--- config.mk ---
export PLATFORM = sky130hd
export DESIGN_NAME = find_kth_set
export DESIGN_NICKNAME = d
export VERILOG_FILES = /design/src/rtl/find_kth_set.sv
export SDC_FILE = /design/constraint.sdc
export NUM_CORES = 1
export LEC_CHECK = 0
export CAP_MARGIN = 0
export CORE_UTILIZATION = 50
export CTS_CLUSTER_DIAMETER = 40
export DETAILED_ROUTE_END_ITERATION = 10
export HOLD_SLACK_MARGIN = 0.1
export PLACE_DENSITY_LB_ADDON = 0.1
export SLEW_MARGIN = 5
export SYNTH_ARGS = -nofsm -noshare
export SYNTH_HDL_FRONTEND = slang
export SYNTH_SLANG_ARGS = --single-unit
--- constraint.sdc ---
create_clock -name clk -period 27.1 [get_ports clk]
set_clock_uncertainty 0.2 [all_clocks]
set_input_delay 5.42 -clock clk [delete_from_list [all_inputs] [get_ports clk]]
set_output_delay 5.42 -clock clk [all_outputs]
set_load 0.01 [all_outputs]
--- src/rtl/find_kth_set.sv ---
// Locates the k-th (0-based, LSB-first) set bit of a window bitmap by scanning
// it one fixed-width block per cycle. A request is captured in IDLE, scanned in
// SCAN, and the result is held in DONE until the consumer takes it.
module find_kth_set #(
  parameter int WND_SIZE      = 128,
  parameter int BLOCK_WIDTH   = 16,
  parameter int WND_IND_WIDTH = $clog2(WND_SIZE)
) (
  input  logic                     clk,
  input  logic                     rst_n,
  input  logic                     req_valid,
  output logic                     req_ready,
  input  logic [WND_SIZE-1:0]      req_bitmap,
  input  logic [WND_IND_WIDTH-1:0] req_rank,
  output logic                     resp_valid,
  input  logic                     resp_ready,
  output logic                     resp_found,
  output logic [WND_IND_WIDTH-1:0] resp_idx
);

  localparam int NUM_BLOCKS = WND_SIZE / BLOCK_WIDTH;
  localparam int BLK_W      = (NUM_BLOCKS > 1) ? $clog2(NUM_BLOCKS) : 1;
  localparam int POS_W      = (BLOCK_WIDTH > 1) ? $clog2(BLOCK_WIDTH) : 1;
  localparam int CNT_W      = $clog2(BLOCK_WIDTH) + 1;
  // One extra bit so the running rank never wraps while subtracting counts.
  localparam int REM_W      = WND_IND_WIDTH + 1;

  typedef enum logic [1:0] {
    IDLE,
    SCAN,
    DONE
  } state_t;

  state_t                   state_reg;
  logic [WND_SIZE-1:0]      bitmap_reg;
  logic [REM_W-1:0]         remaining_reg;
  logic [BLK_W-1:0]         blk_reg;
  logic                     resp_valid_reg;
  logic                     resp_found_reg;
  logic [WND_IND_WIDTH-1:0] resp_idx_reg;

  // Bitmap split into scan blocks; the block pointer picks one per cycle.
  logic [BLOCK_WIDTH-1:0] blocks [NUM_BLOCKS];
  logic [BLOCK_WIDTH-1:0] block_bits;

  genvar gi;
  generate
    for (gi = 0; gi < NUM_BLOCKS; gi++) begin : g_blocks
      assign blocks[gi] = bitmap_reg[gi*BLOCK_WIDTH +: BLOCK_WIDTH];
    end
  endgenerate

  assign block_bits = blocks[blk_reg];

  logic [CNT_W-1:0]         p;
  logic [POS_W-1:0]         pos;
  logic                     hit;
  logic                     last_blk;
  logic [WND_IND_WIDTH-1:0] hit_idx;

  // Popcount of the current block and position of its (remaining)-th set bit.
  always_comb begin
    p   = '0;
    pos = '0;
    for (int i = 0; i < BLOCK_WIDTH; i++) begin
      if (block_bits[i]) begin
        if (REM_W'(p) == remaining_reg) begin
          pos = i[POS_W-1:0];
        end
        p = p + CNT_W'(1);
      end
    end
  end

  assign hit      = remaining_reg < REM_W'(p);
  assign last_blk = blk_reg == BLK_W'(NUM_BLOCKS - 1);
  assign hit_idx  = (WND_IND_WIDTH'(blk_reg) << POS_W) | WND_IND_WIDTH'(pos);

  // Gated by rst_n so the block never advertises readiness while held in reset.
  assign req_ready  = rst_n && (state_reg == IDLE);
  assign resp_valid = resp_valid_reg;
  assign resp_found = resp_found_reg;
  assign resp_idx   = resp_idx_reg;

  // Control FSM: capture request, scan block by block, hold result until taken.
  always_ff @(posedge clk) begin
    if (!rst_n) begin
      state_reg      <= IDLE;
      bitmap_reg     <= '0;
      remaining_reg  <= '0;
      blk_reg        <= '0;
      resp_valid_reg <= 1'b0;
      resp_found_reg <= 1'b0;
      resp_idx_reg   <= '0;
    end else begin
      case (state_reg)
        IDLE: begin
          if (req_valid) begin
            bitmap_reg    <= req_bitmap;
            remaining_reg <= REM_W'(req_rank);
            blk_reg       <= '0;
            state_reg     <= SCAN;
          end
        end
        SCAN: begin
          if (hit) begin
            resp_found_reg <= 1'b1;
            resp_idx_reg   <= hit_idx;
            resp_valid_reg <= 1'b1;
            state_reg      <= DONE;
          end else begin
            remaining_reg <= remaining_reg - REM_W'(p);
            blk_reg       <= blk_reg + BLK_W'(1);
            if (last_blk) begin
              resp_found_reg <= 1'b0;
              resp_idx_reg   <= '0;
              resp_valid_reg <= 1'b1;
              state_reg      <= DONE;
            end
          end
        end
        DONE: begin
          if (resp_ready) begin
            resp_valid_reg <= 1'b0;
            state_reg      <= IDLE;
          end
        end
        default: begin
          state_reg <= IDLE;
        end
      endcase
    end
  end

endmodule
==> key figures <==
Global routing
  • Vias in the first global route: between 8,000 and 9,000
  • Global Route Usage Sum: 0.250
  • Global-route wire length before repair: roughly 43,000 µm
  • Largest net degree at the start of global routing: 100
  • Grt total ovfl: 0
  • Initial antenna violation count: 3

Routing
  • Final ANT Viol Nets: 0
  • DR vias/cell: 5.49
  • Drt total wl: ~26,000 µm
  • Wire length per cell: between 15 and 20 µm
  • Vias: slightly below 9,000
  • DRT iter0 DRCs: 500
  • Initial DRT Pass Iterations: 7
  • Residual DRC: 0

Worst setup path
  • RR Endpoint: remaining_reg[7]$_SDFFE_PN0P_
  • CP Class: register to register
  • RR Startpoint: blk_reg[0]$_SDFFE_PN0P_
  • R2R cell count: 53
  • Critical Path RT: about 27 ns
  • Worst path arrival time: 12.66 ns
  • FF-to-FF setup slack: about 15 ns
  • Most used cell, CP: ha_1
  • Startpoint Class: register
  • Kind of end point of the critical path: register
  • Max FO, Critical Path: 37
  • CP max stage cell: dfxtp_2
  • CP max stage delay: between 0.6 and 0.7 ns

Yosys
  • Syn Inst Count: 1,227
  • #FFs+latches synth: 150
  • Mapped Area: 0.0103 mm²
  • Synthesis Warnings: 0
  • Synthesized net count: 1,391
  • Yosys cell types: 84
  • Synth Flop Type: dfxtp_1
  • Post-Syn Area per Cell: 8.37 µm²
  • Asr flop ratio synth: 0
  • Register area share after synthesis: 0.293
  • Number of flops mapped to enable cells by yosys: 0

Timing
  • Final setup fails: 0
  • Unrepaired setup endpoints after global routing: false
  • Tmin final: 12.54 ns
  • Final worst-path cycle share: 0.463
  • Final Slew Violations: 0
  • Max frequency: 0.0797 GHz
  • Worst-Margin Slew: roughly 1.2 ns
  • Endpoints failing hold: 0
  • Setup_tns: 0 ns
  • Relative slew slack: 0.219

Clocking
  • CTS Hold Buffers Added: 0
  • CTS Buffer Depth: 2
  • Root Driver: clkbuf_16
  • H-Tree Depth: 4
  • Reg clk slew, reported paths: about 0.06 ns
  • CTS tree: yes
  • Post-CTS Resized: 0
  • Total CTS buffers: 17
  • Postcts setup bufs: 0
  • Worst-Skew Late Latency: 0.42 ns
  • CTS sink cnt: 150

Cells and area
  • Diode count: 0
  • Register Area: between 0.003 and 0.004 mm²
  • Filler Cells Inserted: between 1,500 and 2,000
  • Post-route cell area: around 0.012 mm²
  • Synth-to-layout area growth: 21.0%
  • Nets: 1,489
  • Share of cells above drive strength 1: 0.0897
  • Multi-input logic area: roughly 0.007 mm²
  • Max reg flops: 128

Power and ir drop
  • Switch Pwr: 0.801 mW
  • Power share of the combinational group: 0.687
  • P_leak: ~4.6 nW
  • Internal Pwr Total: between 0.9 and 1 mW
  • Pwr Density: between 100 and 150 mW/mm²
  • Peak VDD IR: 0.106 mV
  • Sequential share of power: 0.179
  • Clock power share: 0.134
  • Sw Ratio: 0.467

Min path
  • Hold Path Cell Cnt: 2
  • Hold EP: resp_idx[1]$_SDFFE_PN0P_
  • Hold Crit Class: register to register
  • Worst Min Path Start: resp_idx[1]$_SDFFE_PN0P_

Floorplanning
  • Die W: 145 µm
  • Initial Util: 0.509
  • I/O pins: ~150
  • Row cnt: 52
  • Die area: around 0.021 mm²
  • CORE AREA: roughly 0.020 mm²
  • Die height: 145 µm

Placed design
  • RePlAce Congestion: around 0.87
  • Cell Area, Placed: between 0.01 and 0.015 mm²
  • Port bufs: 148
  • DP HPWL: between 15,000 and 20,000 µm

Job
  • Total of max-cap violations: 0

Outcome
  • Outcome: finished, final reports clean
final cells by class:
class,count,area share
sequential,150,0.242
tap,270,0.0272
inverter,24,0.00746
clock inverter,12,0.00967
multi-input combinational,974,0.552
clock buffer,20,0.0368
timing repair buffer,158,0.125
through the flow:
step	utilization	hold slack (ns)	power [mW]	worst slack, ns	instances
6_report	0.616	0.253	1.71	14.56	1608
4_1_cts	0.616	0.257	1.72	14.58	1608
5_1_grt	0.616	0.268	1.87	13.43	1608
2_1_floorplan	-	0.239	1.25	15.32	1227
3_5_place_dp	0.587	0.244	1.48	14.66	1576
3_3_place_gp	0.587	0.244	1.47	14.87	1576
worst max-delay path by stage:
| stage | from | to | slack (ns) | depth (start not counted) |
|---|---|---|---|---|
| 2_1_floorplan | blk_reg[0]$_SDFFE_PN0P_ | remaining_reg[7]$_SDFFE_PN0P_ | 15.32 | 57 |
| 3_3_place_gp | rst_n | req_ready | 14.87 | 3 |
| 4_1_cts | blk_reg[0]$_SDFFE_PN0P_ | remaining_reg[7]$_SDFFE_PN0P_ | 14.58 | 53 |
| 6_report | blk_reg[0]$_SDFFE_PN0P_ | remaining_reg[7]$_SDFFE_PN0P_ | 14.56 | 53 |
| 3_5_place_dp | blk_reg[0]$_SDFFE_PN0P_ | remaining_reg[7]$_SDFFE_PN0P_ | 14.66 | 53 |
| 5_1_grt | blk_reg[0]$_SDFFE_PN0P_ | remaining_reg[7]$_SDFFE_PN0P_ | 13.43 | 53 |
power groups by stage:
| stage | clock network (mW) | logic, mW | registers, mW |
|---|---|---|---|
| global route | 0.242 | 1.32 | 0.314 |
| detailed placement | 0 | 1.17 | 0.312 |
| floorplan | 0 | 0.956 | 0.292 |
| global placement | 0 | 1.15 | 0.311 |
| CTS | 0.232 | 1.18 | 0.307 |
| finish | 0.229 | 1.18 | 0.307 |
cells in the mapped netlist, types with 6 or more instances:
master / count / area share
nor3_1: 21 / 0.010
or4_1: 6 / 0.0044
buf_1: 9 / 0.0033
a21oi_1: 28 / 0.014
mux4_2: 27 / 0.059
nor2b_1: 16 / 0.0098
mux2i_1: 28 / 0.027
ha_1: 24 / 0.029
xor2_1: 36 / 0.031
a22oi_1: 6 / 0.0044
nand2_1: 312 / 0.11
buf_2: 10 / 0.0049
nor3b_1: 7 / 0.0051
clkbuf_1: 57 / 0.021
a21boi_0: 134 / 0.098
o22ai_1: 7 / 0.0043
nor2_1: 40 / 0.015
o211ai_1: 6 / 0.0044
mux2_2: 18 / 0.020
o21ai_0: 21 / 0.010
inv_1: 21 / 0.0077
dfxtp_1: 150 / 0.29
nand3_1: 20 / 0.0098
xnor2_1: 78 / 0.067
and2_1: 9 / 0.0055
nor4_1: 6 / 0.0037
nand2b_1: 8 / 0.0049
a21o_1: 6 / 0.0044
or3_1: 7 / 0.0043
worst max-delay path: cells and delay by family (launching register included):
kind / cells / cell delay (ns)
muxes: 5 / 1.56
adders and majority gates: 9 / 2.90
AOI/OAI and AO/OA: 14 / 2.88
and+or+nand+nor: 13 / 2.30
xor gates and xnor gates: 6 / 0.95
buffers and inverters: 6 / 1.00
DFF: 1 / 0.62
logic make-up after synthesis:
family / count (synthesis) / synth area share
AOI/OAI and AO/OA: 259 / 0.183
muxes: 78 / 0.112
adders and majority gates: 27 / 0.0332
xor gates and xnor gates: 129 / 0.131
and+or+nand+nor: 481 / 0.208
DFF: 150 / 0.293
buffers and inverters: 103 / 0.0413
routing by layer:
| metal | share of wire | GRT usage | vias up |
|---|---|---|---|
| li1 | - | - | 4436 |
| met4 | 0.017 | 0.0789 | 2 |
| met2 | 0.46 | 0.404 | 202 |
| met1 | 0.48 | 0.338 | 4158 |
| met5 | 0.00046 | 0 | - |
| met3 | 0.045 | 0.0462 | 36 |
layout by cell type, fill, tap and decap left out, types with 8 or more instances in the layout:
cell             synthesis  routed
nand2_1                312     311
dfxtp_1                150     147
clkdlybuf4s50_1          0     147
a21boi_0               134     134
xnor2_1                 78      78
nor2_1                  40      40
xor2_1                  36      36
mux2i_1                 28      28
a21oi_1                 28      28
mux4_2                  27      27
ha_1                    24      24
inv_1                   21      21
nor3_1                  21      21
o21ai_0                 21      21
nand3_1                 20      20
mux2_2                  18      18
clkbuf_16                0      17
nor2b_1                 16      16
buf_4                    0      11
and2_1                   9       9
nand2b_1                 8       8
No activity file was read; power rests on OpenSTA's default activity.
